<file path="src/rtl/crc32_rx_check.sv">
// Receive-side CRC-32 checker: serialises each accepted nibble MSB-first through
// a 32-bit LFSR (init 0, no reflection, no final XOR) and reports the residue.
module crc32_rx_check #(
  parameter logic [31:0] CRC_POLY    = 32'h04C11DB7,
  parameter int          MAX_NIBBLES = 1024,
  parameter int          MIN_NIBBLES = 9
) (
  input  logic        clk_100Mz,
  input  logic        rst,
  input  logic        in_valid,
  output logic        in_ready,
  input  logic        in_sof,
  input  logic        in_eof,
  input  logic [3:0]  DATA,
  output logic        done,
  output logic        crc_ok,
  output logic        crc_err,
  output logic        len_err,
  output logic [31:0] residue,
  output logic [10:0] nib_cnt,
  output logic [1:0]  dbg_state
);

  localparam logic [1:0] IDLE   = 2'd0;
  localparam logic [1:0] SHIFT  = 2'd1;
  localparam logic [1:0] WAIT   = 2'd2;
  localparam logic [1:0] RESULT = 2'd3;

  localparam logic [10:0] MIN_CNT = 11'(MIN_NIBBLES);
  localparam logic [10:0] MAX_CNT = 11'(MAX_NIBBLES);
  localparam logic [10:0] SAT_CNT = 11'(MAX_NIBBLES + 1);

  // Handshake: a nibble transfers on a rising edge where in_valid and in_ready
  // are both high; in_ready depends only on state, never on in_valid.
  logic [1:0]  state;
  logic [31:0] lfsr;
  logic [3:0]  nib_sh;
  logic [1:0]  bit_cnt;
  logic        eof_l;
  logic        len_bad;

  function automatic logic [31:0] lfsr_step(input logic [31:0] s, input logic b);
    logic fb;
    fb = s[31] ^ b;
    return {s[30:0], 1'b0} ^ (fb ? CRC_POLY : 32'h0);
  endfunction

  assign in_ready  = (state == IDLE) || (state == WAIT);
  assign len_bad   = (nib_cnt < MIN_CNT) || (nib_cnt > MAX_CNT);
  assign dbg_state = state;

  always_ff @(posedge clk_100Mz or posedge rst) begin
    if (rst) begin
      state   <= IDLE;
      lfsr    <= 32'h0;
      nib_sh  <= 4'h0;
      bit_cnt <= 2'd0;
      eof_l   <= 1'b0;
      done    <= 1'b0;
      crc_ok  <= 1'b0;
      crc_err <= 1'b0;
      len_err <= 1'b0;
      residue <= 32'h0;
      nib_cnt <= 11'd0;
    end else begin
      done <= 1'b0;
      case (state)
        IDLE, WAIT: begin
          if (in_valid) begin
            // A sof restarts the frame from either state; a non-sof nibble
            // only continues a frame already in progress.
            if (in_sof) begin
              lfsr    <= 32'h0;
              crc_ok  <= 1'b0;
              crc_err <= 1'b0;
              len_err <= 1'b0;
              nib_cnt <= 11'd1;
              nib_sh  <= DATA;
              eof_l   <= in_eof;
              bit_cnt <= 2'd0;
              state   <= SHIFT;
            end else if (state == WAIT) begin
              if (nib_cnt != SAT_CNT) nib_cnt <= nib_cnt + 11'd1;
              nib_sh  <= DATA;
              eof_l   <= in_eof;
              bit_cnt <= 2'd0;
              state   <= SHIFT;
            end
          end
        end
        SHIFT: begin
          lfsr    <= lfsr_step(lfsr, nib_sh[3]);
          nib_sh  <= {nib_sh[2:0], 1'b0};
          bit_cnt <= bit_cnt + 2'd1;
          if (bit_cnt == 2'd3) state <= eof_l ? RESULT : WAIT;
        end
        RESULT: begin
          done    <= 1'b1;
          residue <= lfsr;
          len_err <= len_bad;
          crc_ok  <= (lfsr == 32'h0) && !len_bad;
          crc_err <= !((lfsr == 32'h0) && !len_bad);
          state   <= IDLE;
        end
        default: state <= IDLE;
      endcase
    end
  end

endmodule

</file>
<file path="config.mk">
export PLATFORM = sky130hd
export DESIGN_NAME = crc32_rx_check
export DESIGN_NICKNAME = d
export VERILOG_FILES = /design/src/rtl/crc32_rx_check.sv
export SDC_FILE = /design/constraint.sdc
export NUM_CORES = 1
export LEC_CHECK = 0
export ABC_AREA = 1
export ABC_CLOCK_PERIOD_IN_PS = 3500
export CAP_MARGIN = 20
export CORE_MARGIN = 3
export CORE_UTILIZATION = 54
export DETAILED_ROUTE_END_ITERATION = 12
export GPL_TIMING_DRIVEN = 0
export PLACE_DENSITY = 0.91
export SYNTH_ARGS = -nofsm -noshare
export SYNTH_HDL_FRONTEND = slang
export SYNTH_SLANG_ARGS = --single-unit
</file>
<file path="constraint.sdc">
create_clock -name clk_100Mz -period 3.5 [get_ports clk_100Mz]
set_clock_uncertainty 0.05 [all_clocks]
set_input_delay 0.525 -clock clk_100Mz [delete_from_list [all_inputs] [get_ports clk_100Mz]]
set_output_delay 0.525 -clock clk_100Mz [all_outputs]
set_load 0.1 [all_outputs]
</file>
# [Word-level counts from Yosys, hierarchy flattened]
# Cells that the tools add are included.
[op_classes] bitwise_logic=2 eq_ne=9 muxes=29 addsub=2 shifts=0 magnitude_cmp=2 n_reduce_logical=18 div=0 multipliers=0
[ops] op="2-to-1 mux 32 bit" n=2
[ops] op="one-hot mux 32 bit (2 select lines)" n=1
[ops] op="2-to-1 mux 11 bit" n=3
[ops] op="logical NOT 32 bit" n=1
[ops] op="XOR 32 x 27 -> 32 bit" n=1
[ops] op="2-to-1 mux 27 bit" n=1
[ops] op="AND reduction 3 bit" n=5
[ops] op="2-to-1 mux 2 bit" n=7
[ops] op="2-to-1 mux 4 bit" n=3
[ops] op="adder 11 x 1 -> 11 bit, second input constant" n=1
[ops] op="greater-than comparator 11 bit, second input constant" n=1
[ops] op="< comparator 11 x 4 -> 1 bit, second input constant" n=1
[ops] op="!= test 11 bit, second input constant" n=1
[ops] op="one-hot mux 4 bit (2 select lines)" n=1
[ops] op="nonzero test 2 bit" n=4
[ops] op="equality test 2 bit, second input constant" n=3
[ops] op="2-to-1 mux 1 bit" n=6
[ops] op="!= test 2 bit, second input constant" n=3
[ops] op="one-hot mux 1 bit (2 select lines)" n=3
[ops] op="one-hot mux 2 bit (3 select lines)" n=1
[ops] op="one-hot mux 2 bit (2 select lines)" n=1
[ops] op="AND reduction 4 bit" n=1
[ops] op="!= test 3 bit, second input constant" n=1
[ops] op="adder 2 x 1 -> 2 bit, second input constant" n=1
[ops] op="other kinds (7)" n=9
[totals] ram_bits=0 memories=0 out_inout_bits=50 romBits=0 ff_bits=88 word_cells=73 latch_bits=0 input_bits=9

# [Depth between registers and ports, before layout]
# Gate-level depths: netlist of the first run.
[logic_depth] depth_word=6 depth_mapped=9

# [Least setup slack after synthesis of the first run]
# No wires, ideal clock.
[synth_timing] kind="register -> register" startpoint="register state[0], in the netlist dbg_state[0]" endpoint="register lfsr[13]" stages_incl_launch_ff=7 period_less_slack_ns=2.299 path_buffers=2 setup_slack_ns=1.201 arrival_time_ns=2.167 required_ns=3.368 cell_sequence="dfrtp_1 inv_2 nor2_4 inv_2 buf_2 buf_2 o22ai_1"
[synth_between] elab_chain_cells=4 word_cells_on_any_way=9 cone_classes="4 x eq/ne; 1 x mux; 4 x reduce/logical"
[synth_lines] element="from (decl)" line="35" text="logic [1:0] state;"
[synth_lines] element="from (signal assigned)" line="95" text="if (bit_cnt == 2'd3) state <= eof_l ? RESULT : WAIT;"
[synth_lines] element="equality test 2 bit or logical NOT 2 bit (tied branches)" line="67" text="case (state)"
[synth_lines] element="OR reduction 2 bit" line="67"
[synth_lines] element="!= test 2 bit (no source line) or nonzero test 2 bit (tied branches)"
[synth_lines] element="AND reduction 3 bit (no source line)"
[synth_lines] element="to (signal assigned)" line="92" text="lfsr <= lfsr_step(lfsr, nib_sh[3]);"
[synth_lines] element="to (decl)" line="36" text="logic [31:0] lfsr;"
# Parallel ways exist; a longest one is shown, timed or not.
# A chain may end at the register's enable or synchronous reset.

# [Final worst setup path of the first run]
[layout_timing] startpoint="register state[0], in the netlist dbg_state[0]" endpoint="output in_ready"
[layout_between] elab_chain_cells=2 word_cells_on_any_way=3 cone_classes="1 x eq/ne; 2 x reduce/logical"
[layout_lines] element="equality test 2 bit or logical NOT 2 bit (tied branches)" line="48" text="assign in_ready = (state == IDLE) || (state == WAIT);"
[layout_lines] element="logical OR 1 bit (*)" line="48"
[layout_lines] element="to (decl)" line="11" text="output logic in_ready,"
# Every way passes the cells marked *; elsewhere a longest branch is shown, timed or not.

==> results of run 1 <==
==> worst max path at each step <==
stage	from	endpoint
floorplan	rst	bit_cnt[0]$_DFFE_PP0P_
global placement	rst	residue[0]$_DFFE_PP0P_
detailed placement	dbg_state[0]$_DFFE_PP0P_	in_ready
CTS	dbg_state[0]$_DFFE_PP0P_	in_ready
global route	nib_cnt[7]$_DFFE_PP0P_	nib_cnt[7]
finish	dbg_state[0]$_DFFE_PP0P_	in_ready
==> routing by layer <==
| layer | GRT usage | part of all wire | vias up |
|---|---|---|---|
| li1 | - | - | 1580 |
| met1 | 0.275 | 0.41 | 1632 |
| met2 | 0.413 | 0.52 | 89 |
| met3 | 0.0492 | 0.050 | 13 |
| met4 | 0.108 | 0.020 | 0 |
| met5 | 0 | 0 | - |
==> worst register-to-register path, cell delays in order (launching register included) <==
cell and delay (ns):
dfrtp_1 0.46, nand2_1 0.19, buf_2 0.25, clkbuf_1 0.39
o21ai_0 0.16
==> sequential cells by signal, indices dropped and copies added, names as in the netlist <==
signal     count
lfsr          32
residue       32
nib_cnt       11
nib_sh         4
bit_cnt        2
dbg_state      2
crc_err        1
crc_ok         1
done           1
eof_l          1
len_err        1
==> stage by stage <==
stage                      util  cells  area, µm²  setup TNS (ns)
after floorplan               -    448       3850               0
after global placement    0.663    602       4560          -47.54
after detailed placement  0.668    603       4590               0
after CTS                 0.701    619       4810               0
after global routing      0.701    619       4810               0
final                     0.701    619       4810               0
==> layout make-up <==
cell class	instances	area [µm²]	share of cell area
Inverter	56	213	0.0442
Sequential cell	88	2200	0.457
Tap cell	96	120	0.0250
Multi-Input combinational cell	284	1340	0.278
Clock buffer	10	138	0.0286
Clock inverter	6	90.1	0.0187
Buffer	20	104	0.0216
Timing Repair Buffer	59	608	0.126
==> cells by family (layout without fill, tap and decap cells) <==
group                      count (synthesis)  count (layout)  synth area share
xor gates and xnor gates                   5               5            0.0114
AOI/OAI and AO/OA                         88              88             0.125
buffers and inverters                     76             151            0.0815
DFF                                       88              88             0.571
and+or+nand+nor                          187             187             0.198
adders and majority gates                  4               4            0.0130
==> cells in the final DEF (no fill, tap or decap), types with 14 or more instances in the layout <==
cell | netlist | layout
inv_1 | 52 | 51
o21ai_1 | 18 | 18
o21ai_0 | 41 | 41
nor2_1 | 34 | 34
nand3_1 | 36 | 36
o22ai_1 | 19 | 19
nand2_1 | 112 | 112
buf_2 | 14 | 14
dfrtp_1 | 88 | 88
clkdlybuf4s50_1 | 0 | 58
==> impl_metrics.env, run 1 <==
export IMPL_status="finished, final reports clean"
export IMPL_die_area_um2=8190
export IMPL_slew_headroom=0.316
export IMPL_cts_made_buffers=9
export IMPL_ant_nets=0
export IMPL_worstSetupStartpointType="flop"
export IMPL_slowest_delay_ns=1.14
export IMPL_r2r_cells=4
export IMPL_hold_buffers=0
export IMPL_grt_pass1_wl_mm=15.6
export IMPL_io_pins=59
export IMPL_cp_num_cells=2
export IMPL_drt_wl_total_mm=8.93
export IMPL_grt_overflow_total=0
export IMPL_coreArea_um2=6870
export IMPL_io_buffers=58
export IMPL_diodes=0
export IMPL_fmax_mhz=385
export IMPL_synth_area_per_cell_um2=8.60
export IMPL_route_vias_total=3314
export IMPL_worstPathArrival_ns=2.02
export IMPL_synthToLayoutAreaGrowth_pct=24.9
export IMPL_min_period_over_period=0.742
export IMPL_start_util=0.561
export IMPL_endpoint_kind="primary output"
export IMPL_worstPathRequired_ns=2.92
export IMPL_root_buffer="clkbuf_8"
export IMPL_whs_ns=0.385
export IMPL_num_fill_cells=547
export IMPL_crit_buf_inv=2
export IMPL_drv_cap=0
export IMPL_rr_startpoint="dbg_state[1]$_DFFE_PP0P_"
export IMPL_period_needed_ns=2.60
export IMPL_netlist_area_um2=3850
export IMPL_crit_path_top_delay_cell="clkdlybuf4s50_1"
export IMPL_synth_cell_types=25
export IMPL_path_delay_family="buffers and inverters"
export IMPL_drt_iter0_markers=202
export IMPL_syn_nets=461
export IMPL_rsz0062_at_grt="false"
export IMPL_timing_rr_end="residue[27]$_DFFE_PP0P_"
export IMPL_fp_dieW_um=90.5
export IMPL_rrSetupSlack_ns=1.87
export IMPL_layout_setup_ws_ns=0.903
export IMPL_htreeDepth=3
export IMPL_cts_sinks=88
export IMPL_drt_drc_violations_left=0
export IMPL_yosysMostFrequentCell="nand2_1"
export IMPL_hold_path_class="in2async"
export IMPL_worst_slew_pin_slew_ns=1.02
export IMPL_gp_congestion=0.839
export IMPL_synth_top_area_share=0.571
export IMPL_grt_start_max_net_pins=76
export IMPL_synth_area_leaders="dfrtp_1 (57%), nand2_1 (11%), o21ai_0 (5.3%)"
export IMPL_cts_buffer_depth=2
export IMPL_fin_nets=531
export IMPL_seq_area_frac_synth=0.571
export IMPL_hpwl_mm=6.38
export IMPL_wl_per_cell_um=14.4
export IMPL_criticalPathCategory="reg2out"
export IMPL_ys_seq_elements=88
export IMPL_antenna_found_initial=0
export IMPL_synth_ff_type="dfrtp_1"
export IMPL_viasPerCell=5.35
export IMPL_crit_fanout=4
export IMPL_synth_area_leader_cell="dfrtp_1"
export IMPL_synth_edf_count=0
export IMPL_preCtsSetupSlack_ns=1.28
export IMPL_post_cts_buffers=0
export IMPL_synth_common_cells="nand2_1 (112), dfrtp_1 (88), inv_1 (52)"
export IMPL_path_cells="inv_2 > clkdlybuf4s50_1"
export IMPL_cts_tree="yes"
export IMPL_dieHeight_um=90.5
export IMPL_setup_violations_final=0
export IMPL_finalHoldViolations=0
export IMPL_slew_viol_final=0
export IMPL_async_flop_share=1.00
export IMPL_clkLatencyLatePin_ns=0.36
export IMPL_grt_total_usage=0.235
export IMPL_post_cts_resized=0
export IMPL_layout_drive_gt1_share=0.0765
export IMPL_grt_pass1_vias=3410
export IMPL_clk_pin_slew_ns=0.09
export IMPL_firstDrtPassIters=5
export IMPL_synthCells=448
export IMPL_row_count=30
export IMPL_yosysWarnings=0
Power of run 1 is left out: the tool's default activity adds up to more than one toggle a clock period on the data nets, which glitch-free logic cannot reach.
==> run 2: changes to the inputs <==
--- a/config.mk
+++ b/config.mk
@@ -6,7 +6,7 @@
 export NUM_CORES = 1
 export LEC_CHECK = 0
 export ABC_AREA = 1
-export ABC_CLOCK_PERIOD_IN_PS = 3500
+export ABC_CLOCK_PERIOD_IN_PS = 2600
 export CAP_MARGIN = 20
 export CORE_MARGIN = 3
 export CORE_UTILIZATION = 54
==> constraint.sdc (replaced) <==
create_clock -name clk_100Mz -period 2.6 [get_ports clk_100Mz]
set_clock_uncertainty 0.05 [all_clocks]
set_input_delay 0.39 -clock clk_100Mz [delete_from_list [all_inputs] [get_ports clk_100Mz]]
set_output_delay 0.39 -clock clk_100Mz [all_outputs]
set_load 0.1 [all_outputs]
==> run 2 against run 1 <==
  * Critical path depth down 1
  * Critical path type unchanged
  * Hold slack got worse by 0.058 ns
  * Global-route usage rose by 0.054 points
  * Cell count rose by 0.16%
  * Flip-flop and latch count unchanged
  * Via count increased by 0.75%
  * Cell area increased by 0.26%
  * Wire length is 0.73% higher
  * Setup slack got worse by 0.76 ns
==> impl_metrics.env, run 2 (synthesis gave the netlist of run 1 again) <==
export IMPL_status="finished, final reports clean"
export IMPL_hold_buffers=0
export IMPL_post_cts_buffers=0
export IMPL_drt_iter0_markers=229
export IMPL_worst_slew_pin_slew_ns=1.01
export IMPL_gp_congestion=0.854
export IMPL_grt_overflow_total=0
export IMPL_cts_made_buffers=9
export IMPL_drt_wl_total_mm=8.99
export IMPL_start_util=0.561
export IMPL_multi_input_area_um2=1340
export IMPL_hold_path_class="in2async"
export IMPL_num_fill_cells=530
export IMPL_clkLatencyLatePin_ns=0.36
export IMPL_hpwl_mm=6.41
export IMPL_endpoint_kind="primary output"
export IMPL_dp_cells=604
export IMPL_htreeDepth=3
export IMPL_stdcell_count=620
export IMPL_synthToLayoutAreaGrowth_pct=25.2
export IMPL_mostFrequentLayoutCells="nand2_1 (112), dfrtp_1 (88), clkdlybuf4s50_1 (58), inv_1 (51), o21ai_0 (41)"
export IMPL_diodes=0
export IMPL_crit_buf_inv=1
export IMPL_io_pins=59
export IMPL_grt_total_usage=0.236
export IMPL_grt_pass1_vias=3373
export IMPL_final_common_cell="nand2_1"
export IMPL_fin_nets=532
export IMPL_regArea_um2=2200
export IMPL_route_vias_total=3339
export IMPL_dieHeight_um=90.5
export IMPL_coreArea_um2=6870
export IMPL_row_count=30
export IMPL_drv_cap=0
export IMPL_slowest_delay_ns=1.18
export IMPL_viasPerCell=5.39
export IMPL_worstSetupStartpointType="flop"
export IMPL_layout_drive_gt1_share=0.0782
export IMPL_grt_pass1_wl_mm=15.6
export IMPL_firstDrtPassIters=5
export IMPL_crit_path_top_delay_cell="clkdlybuf4s50_1"
export IMPL_root_buffer="clkbuf_8"
export IMPL_clk_pin_slew_ns=0.09
export IMPL_cts_tree="yes"
export IMPL_wl_per_cell_um=14.5
export IMPL_slew_viol_final=0
export IMPL_period_needed_ns=2.46
export IMPL_path_delay_family="buffers and inverters"
export IMPL_drt_drc_violations_left=0
export IMPL_criticalPathCategory="reg2out"
export IMPL_grt_start_max_net_pins=43
export IMPL_cts_sinks=88
export IMPL_setup_violations_final=0
export IMPL_fp_dieW_um=90.5
export IMPL_worstPathArrival_ns=2.02
export IMPL_finalHoldViolations=0
export IMPL_io_buffers=58
export IMPL_fmax_mhz=407
export IMPL_tns_ns=0
export IMPL_post_cts_resized=0
export IMPL_path_cells="clkdlybuf4s50_1"
export IMPL_min_period_over_period=0.945
export IMPL_die_area_um2=8190
export IMPL_crit_fanout=5
export IMPL_slew_headroom=0.326
export IMPL_rsz0062_at_grt="false"
export IMPL_worstPathRequired_ns=2.16
export IMPL_cts_buffer_depth=2
export IMPL_ant_nets=0
export IMPL_utilization=0.703
export IMPL_antenna_found_initial=0
export IMPL_top_regs="lfsr x32, residue x32, nib_cnt x11"
==> run 2: cell types whose count changed in the layout (fill, tap and decap cells not counted), sizes merged <==
| cell | change |
|---|---|
| clkinvlp | +3 |
| buf | +1 |
| clkbuf | -1 |
| clkinv | -1 |
| inv | -1 |
==> run 2: per-stage QoR <==
step / cell area, µm² / setup slack (ns) / hold WS (ns)
detailed placement: 4600 / 0.523 / 0.422
CTS: 4830 / 0.132 / 0.335
global route: 4830 / 0.0953 / 0.374
floorplan: 3860 / 0.301 / 0.400
finish: 4830 / 0.142 / 0.328
global placement: 4560 / 0.255 / 0.415
==> run 2: cell type report <==
cell class              count  share of cell area
flip-flops and latches     88               0.456
clock buffers               9              0.0257
repair buffers             60               0.129
inverters                  56              0.0443
clock inverters             7              0.0213
multi-input cells         284               0.277
plain buffers              20              0.0215
well taps                  96              0.0249
==> run 2: path summary, 6_finish.rpt <==
kind	startpoint	to	slack, ns	cells past startpoint
setup / recovery	dbg_state[1]$_DFFE_PP0P_	dbg_state[1]	0.14	1
hold reg to reg	residue[12]$_DFFE_PP0P_	residue[12]$_DFFE_PP0P_	0.44	2
max in group asynchronous	rst	len_err$_DFFE_PP0P_	1.41	4
min in group clk_100Mz	residue[12]$_DFFE_PP0P_	residue[12]$_DFFE_PP0P_	0.44	2
hold / removal	rst	nib_sh[1]$_DFFE_PP0P_	0.33	2
setup reg to reg	dbg_state[1]$_DFFE_PP0P_	residue[2]$_DFFE_PP0P_	0.89	4
==> run 2: worst register-to-register path: cells and delay by family, from the launching register on <==
family / cells / cell delay, ns
flip-flops: 1 / 0.47
AND/OR/NAND/NOR: 1 / 0.20
buffers and inverters: 2 / 0.68
AO/OA/AOI/OAI: 1 / 0.17
==> run 2: per-layer routing <==
layer,wire length (µm),vias up,track usage,share of wire
met5,0,-,0,0
met4,191,0,0.114,0.021
met3,478,21,0.0508,0.053
met2,4670,109,0.409,0.52
met1,3650,1618,0.277,0.41
li1,-,1591,-,-
Power of run 2 is left out for the same reason.
==> run 3: changes to the inputs <==
--- a/config.mk
+++ b/config.mk
@@ -5,14 +5,15 @@
 export SDC_FILE = /design/constraint.sdc
 export NUM_CORES = 1
 export LEC_CHECK = 0
-export ABC_AREA = 1
 export ABC_CLOCK_PERIOD_IN_PS = 2600
 export CAP_MARGIN = 20
+export CORE_ASPECT_RATIO = 0.7
 export CORE_MARGIN = 3
-export CORE_UTILIZATION = 54
+export CORE_UTILIZATION = 53
+export CTS_CLUSTER_DIAMETER = 200
 export DETAILED_ROUTE_END_ITERATION = 12
 export GPL_TIMING_DRIVEN = 0
-export PLACE_DENSITY = 0.91
+export PLACE_DENSITY = 0.9
 export SYNTH_ARGS = -nofsm -noshare
 export SYNTH_HDL_FRONTEND = slang
 export SYNTH_SLANG_ARGS = --single-unit
==> run 3 against run 2 <==
  * Cell area shrank 2.1%
  * Setup slack got worse by 0.081 ns
  * Highest routed layer unchanged
  * Cell count fell by 16%
  * Largest cell class unchanged
  * Utilization is 1.3 points lower
  * Register-to-register slack got worse by 0.22 ns
  * Hold slack got worse by 0.053 ns
  * Critical path type unchanged
  * Clock-buffer cell count up 1
==> impl_metrics.env, run 3 <==
export IMPL_status="finished, final reports clean"
export IMPL_slowest_delay_ns=1.15
export IMPL_row_count=25
export IMPL_io_buffers=57
export IMPL_drv_cap=0
export IMPL_cts_tree="yes"
export IMPL_synthToLayoutAreaGrowth_pct=23.9
export IMPL_crit_buf_inv=2
export IMPL_drt_iter0_markers=271
export IMPL_path_cells="inv_1 > clkdlybuf4s50_1"
export IMPL_dieHeight_um=77.0
export IMPL_startpoint="dbg_state[0]$_DFFE_PP0P_"
export IMPL_die_area_um2=8270
export IMPL_synth_common_cells="dfrtp_1 (88), nand2_1 (56), o21ai_0 (38)"
export IMPL_worstSetupStartpointType="flop"
export IMPL_grt_overflow_total=0
export IMPL_crit_fanout=7
export IMPL_seq_area_frac_synth=0.577
export IMPL_period_needed_ns=2.54
export IMPL_clkLatencyLatePin_ns=0.36
export IMPL_route_vias_total=2971
export IMPL_fin_nets=433
export IMPL_synth_top_area_share=0.577
export IMPL_post_cts_buffers=0
export IMPL_cts_sinks=88
export IMPL_layout_drive_gt1_share=0.149
export IMPL_netlist_area_um2=3810
export IMPL_ys_seq_elements=88
export IMPL_gp_congestion=0.850
export IMPL_min_delay_start="in_sof"
export IMPL_synth_cell_types=35
export IMPL_synthCells=350
export IMPL_final_common_cell="dfrtp_1"
export IMPL_grt_pass1_wl_mm=15.0
export IMPL_finalHoldViolations=0
export IMPL_io_pins=59
export IMPL_mostFrequentLayoutCells="dfrtp_1 (88), clkdlybuf4s50_1 (57), nand2_1 (56), o21ai_0 (38), mux2_2 (33)"
export IMPL_synth_edf_count=0
export IMPL_rsz0062_at_grt="false"
export IMPL_drt_wl_total_mm=8.82
export IMPL_hold_buffers=0
export IMPL_firstDrtPassIters=5
export IMPL_slew_viol_final=0
export IMPL_htreeDepth=3
export IMPL_rr_startpoint="dbg_state[1]$_DFFE_PP0P_"
export IMPL_ant_nets=0
export IMPL_drt_drc_violations_left=0
export IMPL_syn_nets=363
export IMPL_grt_total_usage=0.234
export IMPL_num_fill_cells=481
export IMPL_worstPathArrival_ns=2.10
export IMPL_grt_pass1_vias=2862
export IMPL_setup_violations_final=0
export IMPL_hpwl_mm=6.35
export IMPL_antenna_found_initial=0
export IMPL_async_flop_share=1.00
export IMPL_viasPerCell=5.74
export IMPL_crit_path_top_delay_cell="clkdlybuf4s50_1"
export IMPL_yosysWarnings=0
export IMPL_path_delay_family="buffers and inverters"
export IMPL_root_buffer="clkbuf_8"
export IMPL_tns_ns=0
export IMPL_yosysMostFrequentCell="dfrtp_1"
export IMPL_min_period_over_period=0.977
export IMPL_top_regs="lfsr x32, residue x32, nib_cnt x11"
export IMPL_fp_dieW_um=107
export IMPL_post_cts_resized=0
export IMPL_clk_pin_slew_ns=0.09
export IMPL_fmax_mhz=394
export IMPL_utilization=0.690
export IMPL_synth_ff_type="dfrtp_1"
export IMPL_synth_area_leader_cell="dfrtp_1"
export IMPL_cts_made_buffers=9
export IMPL_wl_per_cell_um=17.0
export IMPL_start_util=0.557
export IMPL_worstPathRequired_ns=2.16
export IMPL_criticalPathCategory="reg2out"
export IMPL_slew_headroom=0.337
export IMPL_grt_start_max_net_pins=44
export IMPL_hold_path_class="in2reg"
export IMPL_synth_area_leaders="dfrtp_1 (58%), mux2_2 (9.7%), nand2_1 (5.5%)"
export IMPL_worst_slew_pin_slew_ns=0.992
export IMPL_endpoint_kind="primary output"
export IMPL_coreArea_um2=6850
export IMPL_synth_area_per_cell_um2=10.9
export IMPL_cts_buffer_depth=2
export IMPL_diodes=0
[run 3: cell types whose count changed in the layout (fill, tap and decap cells not counted), sizes merged, moves of 4 or more]
cell | before | now
a21oi | 4 | 9
buf | 19 | 6
clkbuf | 12 | 23
inv | 57 | 9
mux2 | 0 | 33
nand2 | 112 | 56
nand3 | 36 | 20
nor2 | 35 | 14
nor4 | 0 | 10
o21ai | 59 | 38
o22ai | 19 | 1
o31ai | 0 | 4
or3 | 0 | 4
xnor2 | 0 | 14
[run 3: through the flow]
stage / std cells / area [µm²] / setup WS [ns] / hold WS, ns
final: 518 / 4730 / 0.0606 / 0.275
after CTS: 518 / 4730 / 0.0563 / 0.265
after floorplan: 350 / 3820 / -0.160 / 0.396
after detailed placement: 503 / 4550 / 0.263 / 0.427
after global routing: 518 / 4730 / 0.0138 / 0.284
after global placement: 501 / 4510 / 0.258 / 0.417
[run 3: final timing paths]
path	slack, ns	endpoint	cells after the start
setup / recovery	0.06	in_ready	2
hold / removal	0.27	nib_cnt[1]$_DFFE_PP0P_	2
setup reg to reg	0.67	lfsr[27]$_DFFE_PP0P_	5
hold reg to reg	0.46	residue[20]$_DFFE_PP0P_	1
max in group asynchronous	1.48	lfsr[22]$_DFFE_PP0P_	4
min in group asynchronous	0.28	residue[27]$_DFFE_PP0P_	2
[run 3: cells by family (layout without fill, tap and decap cells)]
logic type,Yosys count,after routing,synth area share
and+or+nand+nor,121,121,0.153
DFF,88,88,0.577
AOI/OAI and AO/OA,62,62,0.0931
muxes,33,33,0.0974
buffers and inverters,25,99,0.0269
xor gates and xnor gates,17,17,0.0390
adders and majority gates,4,4,0.0131
[run 3: area by class of cell]
class	instances	area (µm²)	area share
Sequential cell	88	2200	0.466
Multi-Input combinational cell	237	1510	0.320
Timing Repair Buffer	59	611	0.129
Inverter	8	33.8	0.00715
Tap cell	94	118	0.0249
Clock buffer	10	138	0.0291
Buffer	17	72.6	0.0154
Clock inverter	5	41.3	0.00874
[run 3: worst register-to-register path, stage by stage, from the launching register on]
cell,delay [ns]
dfrtp_1,0.46
nand2b_1,0.21
clkbuf_1,0.39
clkbuf_1,0.44
nand2_1,0.09
o21ai_0,0.20
[run 3: layer usage]
| layer | wire (µm) | vias up | track usage |
|---|---|---|---|
| li1 | - | 1368 | - |
| met1 | 3900 | 1445 | 0.342 |
| met2 | 4130 | 143 | 0.350 |
| met3 | 672 | 15 | 0.0614 |
| met4 | 113 | 0 | 0.0605 |
| met5 | 0 | - | 0 |
Power of run 3 is left out for the same reason.
==> RTL change 1: new RTL, flow settings as in run 1 <==
Reset style: synchronous (`rst`), changed in one clocked block.
--- a/src/rtl/crc32_rx_check.sv
+++ b/src/rtl/crc32_rx_check.sv
@@ -49,7 +49,7 @@
   assign len_bad   = (nib_cnt < MIN_CNT) || (nib_cnt > MAX_CNT);
   assign dbg_state = state;
 
-  always_ff @(posedge clk_100Mz or posedge rst) begin
+  always_ff @(posedge clk_100Mz) begin
     if (rst) begin
       state   <= IDLE;
       lfsr    <= 32'h0;
Function: differs if rst is asserted again (counterexample within 4 cycles, from zero or initial values and one cycle with rst high); with rst held inactive, the same outputs for 10 cycles.
==> RTL change 1 against run 1 <==
Synthesized area shrank 2.1%; sequential cell count is the same; die area shrank 1.9%; wire length grew 2.2%; setup slack lost 0.018 ns; count of clock-buffer cells in the layout grew 2; first-iteration DRC count grew 47%; non-clock buffer count grew 3; design area shrank 3.0%; via count grew 9.5%; fmax shrank 0.68%; largest cell class unchanged.
Power is left out: it rests on default switching activity, and per cell area and clock period it moved more than threefold.
==> RTL change 1: results (changes against run 1) <==
status: complete, no violations
CP max stage delay: 1.19 ns (+0.05 ns)
PortBufs: 57 (-1.7%)
relative slew slack: 32.8% (+1.2 points)
DP Cell Count: 673 (+12%)
WHS: 0.399 ns (+0.0142 ns)
Reg-to-Reg Start: nib_cnt[0]$_SDFFE_PP0P_
sequential area share after synthesis: 46.7% (-10 points)
Multi-input gate area: 1720 sq um (+29%)
NumNets Final: 604 (+14%)
dpl ws: 1.29 ns (+0.00794 ns)
Die W: 89.6 microns (-0.97%)
layout cell share with drive strength beyond 1: 9.56% (+1.9 points)
Crit. Startpoint: nib_cnt[2]$_SDFFE_PP0P_
Synth Area in Compound Gates: 13.8% (+1.2 points)
largest net degree at the start of global routing: 15 (-80%)
XOR/XNOR Fraction of Synth Area: 0.464% (-0.67 points)
Signal buffers: 82 (+3.8%)
Mapped Nets: 536 (+16%)
Cell Area, Placed: 4460 sq um (-2.7%)
fill count: 534 (-2.4%)
Area growth syn-to-layout: 23.7%
FFs & Latches: 88 (unchanged)
crit path capture: nib_cnt[2]
routability cong.: 0.909 (+8.4%)
worst hold-check path type: in2reg
ClkCell Share: 4.42% (-0.31 points)
drt wl/cell: 13.2 microns (-8.2%)
crit-path max FO: 7 (+3)
Synth cell types: 32 (+28%)
# clk buffers: 12 (+2)
CP Data Arrival Time: 2.04 ns (+0.02 ns)
depth of the most critical reg-to-reg path: 8 (+4)
Signal inverters: 37 (-34%)
global-route wire length before repair: 15200 microns (-2.8%)
number of global-route vias before repair: 3285 (-3.7%)
number of DRC violations after detailed-routing iteration 0: 297 (+47%)
post-DP HPWL: 6560 microns (+2.8%)
Avg Inst Size Synth: 7.22 sq um (-16%)
RTL change 1: changes by cell type after synthesis, moves of 6 or more:
cell / delta
dfrtp_1: -88
buf_2: -6
nand3_1: -8
o22ai_1: -19
dfxtp_1: +88
a21oi_1: +44
inv_1: -25
nor2_1: +55
o21ai_1: -16
nor2_2: +6
nand2_1: +10
RTL change 1: metal layers:
| metal | share of wire [%] | global-route usage [%] | vias up |
|---|---|---|---|
| li1 | - | - | 1799 |
| met1 | 43 | 32.0 | 1643 |
| met2 | 47 | 39.4 | 164 |
| met3 | 7.2 | 3.38 | 24 |
| met4 | 3.0 | 13.3 | 0 |
| met5 | 0 | 0 | - |
RTL change 1: cell families after synthesis:
group           count (synthesis)
simple gates                  268
buf+inv                        62
xor+xnor                        2
fa+ha+maj                       4
compound gates                 99
flops                          88
==> RTL change 2: new RTL, flow settings as in run 1 <==
Made on the original files. Change the parameter `MAX_NIBBLES` from 1024 to 768.
--- a/src/rtl/crc32_rx_check.sv
+++ b/src/rtl/crc32_rx_check.sv
@@ -2,7 +2,7 @@
 // a 32-bit LFSR (init 0, no reflection, no final XOR) and reports the residue.
 module crc32_rx_check #(
   parameter logic [31:0] CRC_POLY    = 32'h04C11DB7,
-  parameter int          MAX_NIBBLES = 1024,
+  parameter int          MAX_NIBBLES = 768,
   parameter int          MIN_NIBBLES = 9
 ) (
   input  logic        clk_100Mz,
Function: no difference found for any inputs over 10 cycles, from zero or initial values and one cycle with rst high; that may be too few to reach the edited logic, so the function may still have changed.
==> RTL change 2 against run 1 <==
Wire length grew 0.28%; synthesized area grew 1.8%; final cell count grew 0.48%; setup slack lost 0.030 ns; sequential cell count is the same; largest cell class unchanged; highest routed layer unchanged; design area grew 1.2%.
Power is left out: the tool's default activity adds up to more than one toggle a clock period on the data nets, which glitch-free logic cannot reach.
==> RTL change 2: results (changes against run 1) <==
status: complete, no violations
NumNets Final: 534 (+0.56%)
GR Util met2: 38.9% (-2.4 points)
Mapped Nets: 464 (+0.65%)
post-CTS sizing: 0 (unchanged)
number of global-route vias before repair: 3359 (-1.5%)
post-DP HPWL: 6390 microns (+0.12%)
GRT met3 Usage: 5.47% (+0.55 points)
H-tree level count: 3 (unchanged)
routability cong.: 0.866 (+3.2%)
largest net degree at the start of global routing: 49 (-36%)
HP Start: bit_cnt[0]$_DFFE_PP0P_
depth of the most critical reg-to-reg path: 8 (+4)
layout cell share with drive strength beyond 1: 9.32% (+1.7 points)
GRT Total Usage: 23.3% (-0.18 points)
crit-path max FO: 8 (+4)
FFs w/ async S/R, synth: 100% (unchanged)
CP max stage delay: 1.19 ns (+0.05 ns)
DRT Wirelength: 8950 microns (+0.28%)
global-route wire length before repair: 15500 microns (-0.44%)
top post-synthesis cells by area: dfrtp_1 (56%), nand2_1 (11%), o21ai_0 (5.9%)
Synth warnings: 0 (unchanged)
Reg-to-Reg Start: nib_cnt[1]$_DFFE_PP0P_
relative slew slack: 32.3% (+0.62 points)
top cells by count, synth: nand2_1 (115), dfrtp_1 (88), inv_1 (55)
Synth cell types: 30 (+20%)
Via density: 5.35 (about the same)
fill count: 526 (-3.8%)
Clock Latency Late Sink: 0.36 ns (about the same)
hold path depth: 1
CP Data Arrival Time: 2.05 ns (+0.03 ns)
PortBufs: 58 (unchanged)
antenna cells: 0 (unchanged)
Reg2Reg Capture Point: nib_cnt[10]$_DFFE_PP0P_
Num CTS Buffers: 9 (unchanged)
slowest cell on the critical path: clkdlybuf4s50_1
sequential area share after synthesis: 56.1% (-1.0 points)
met1 Use GR: 29.4% (+1.9 points)
root buffer cell: clkbuf_8
number of DRC violations after detailed-routing iteration 0: 295 (+46%)
Clk pin slew, worst setup/hold paths: 0.09 ns (about the same)
flop-to-flop setup slack: 1.89 ns (+0.02 ns)
buffer depth of the longest clock path: 2 (unchanged)
hold path endpoint: bit_cnt[0]$_DFFE_PP0P_
worst hold-check path type: reg2reg
-- RTL change 2: changes by cell type after synthesis, sizes merged, moves of 2 or more --
cell / run 1 / this run
xor2: 5 / 1
nor2: 35 / 37
nand3: 36 / 33
nand2: 112 / 116
-- RTL change 2: how the worst max path moves through the flow --
stage | start | end | slack (ns) | cells past startpoint
after floorplan | rst | bit_cnt[0]$_DFFE_PP0P_ | 0.65 | 1
after global placement | rst | residue[0]$_DFFE_PP0P_ | -0.58 | 2
after detailed placement | nib_cnt[2]$_DFFE_PP0P_ | nib_cnt[2] | 1.26 | 1
after CTS | nib_cnt[2]$_DFFE_PP0P_ | nib_cnt[2] | 0.86 | 1
after global routing | nib_cnt[2]$_DFFE_PP0P_ | nib_cnt[2] | 0.82 | 1
final | nib_cnt[2]$_DFFE_PP0P_ | nib_cnt[2] | 0.87 | 1
-- RTL change 2: routing by layer --
metal,vias to the layer above,share of wire (%),routed length [microns]
met4,0,2.3,210
met1,1613,43,3820
li1,1593,-,-
met5,-,0,0
met2,99,50,4480
met3,23,5.0,446
-- RTL change 2: through the flow --
stage / instance area, sq um / hold WS, ns / setup WS, ns / std cells
5_1_grt: 4870 / 0.471 / 0.821 / 622
6_report: 4870 / 0.430 / 0.873 / 622
2_1_floorplan: 3930 / 0.400 / 0.646 / 451
3_3_place_gp: 4630 / 0.414 / -0.581 / 605
3_5_place_dp: 4650 / 0.422 / 1.26 / 606
4_1_cts: 4870 / 0.433 / 0.865 / 622
-- RTL change 2: kinds of logic after synthesis --
| logic type | synth area share, % |
|---|---|
| and+or+nand+nor | 20.5 |
| xor gates and xnor gates | 0.446 |
| buffers and inverters | 8.67 |
| adders and majority gates | 1.28 |
| DFF | 56.1 |
| AOI/OAI and AO/OA | 13.0 |
-- RTL change 2: final cells by class --
cell class                      instances  area [sq um]  share of cell area, %
Sequential cell                        88          2200                   45.2
Multi-Input combinational cell        287          1380                   28.4
Timing Repair Buffer                   59           601                   12.3
Inverter                               57           216                   4.45
Clock buffer                           12           145                   2.98
Buffer                                 19           126                   2.60
Tap cell                               96           120                   2.47
Clock inverter                          4          76.3                   1.57
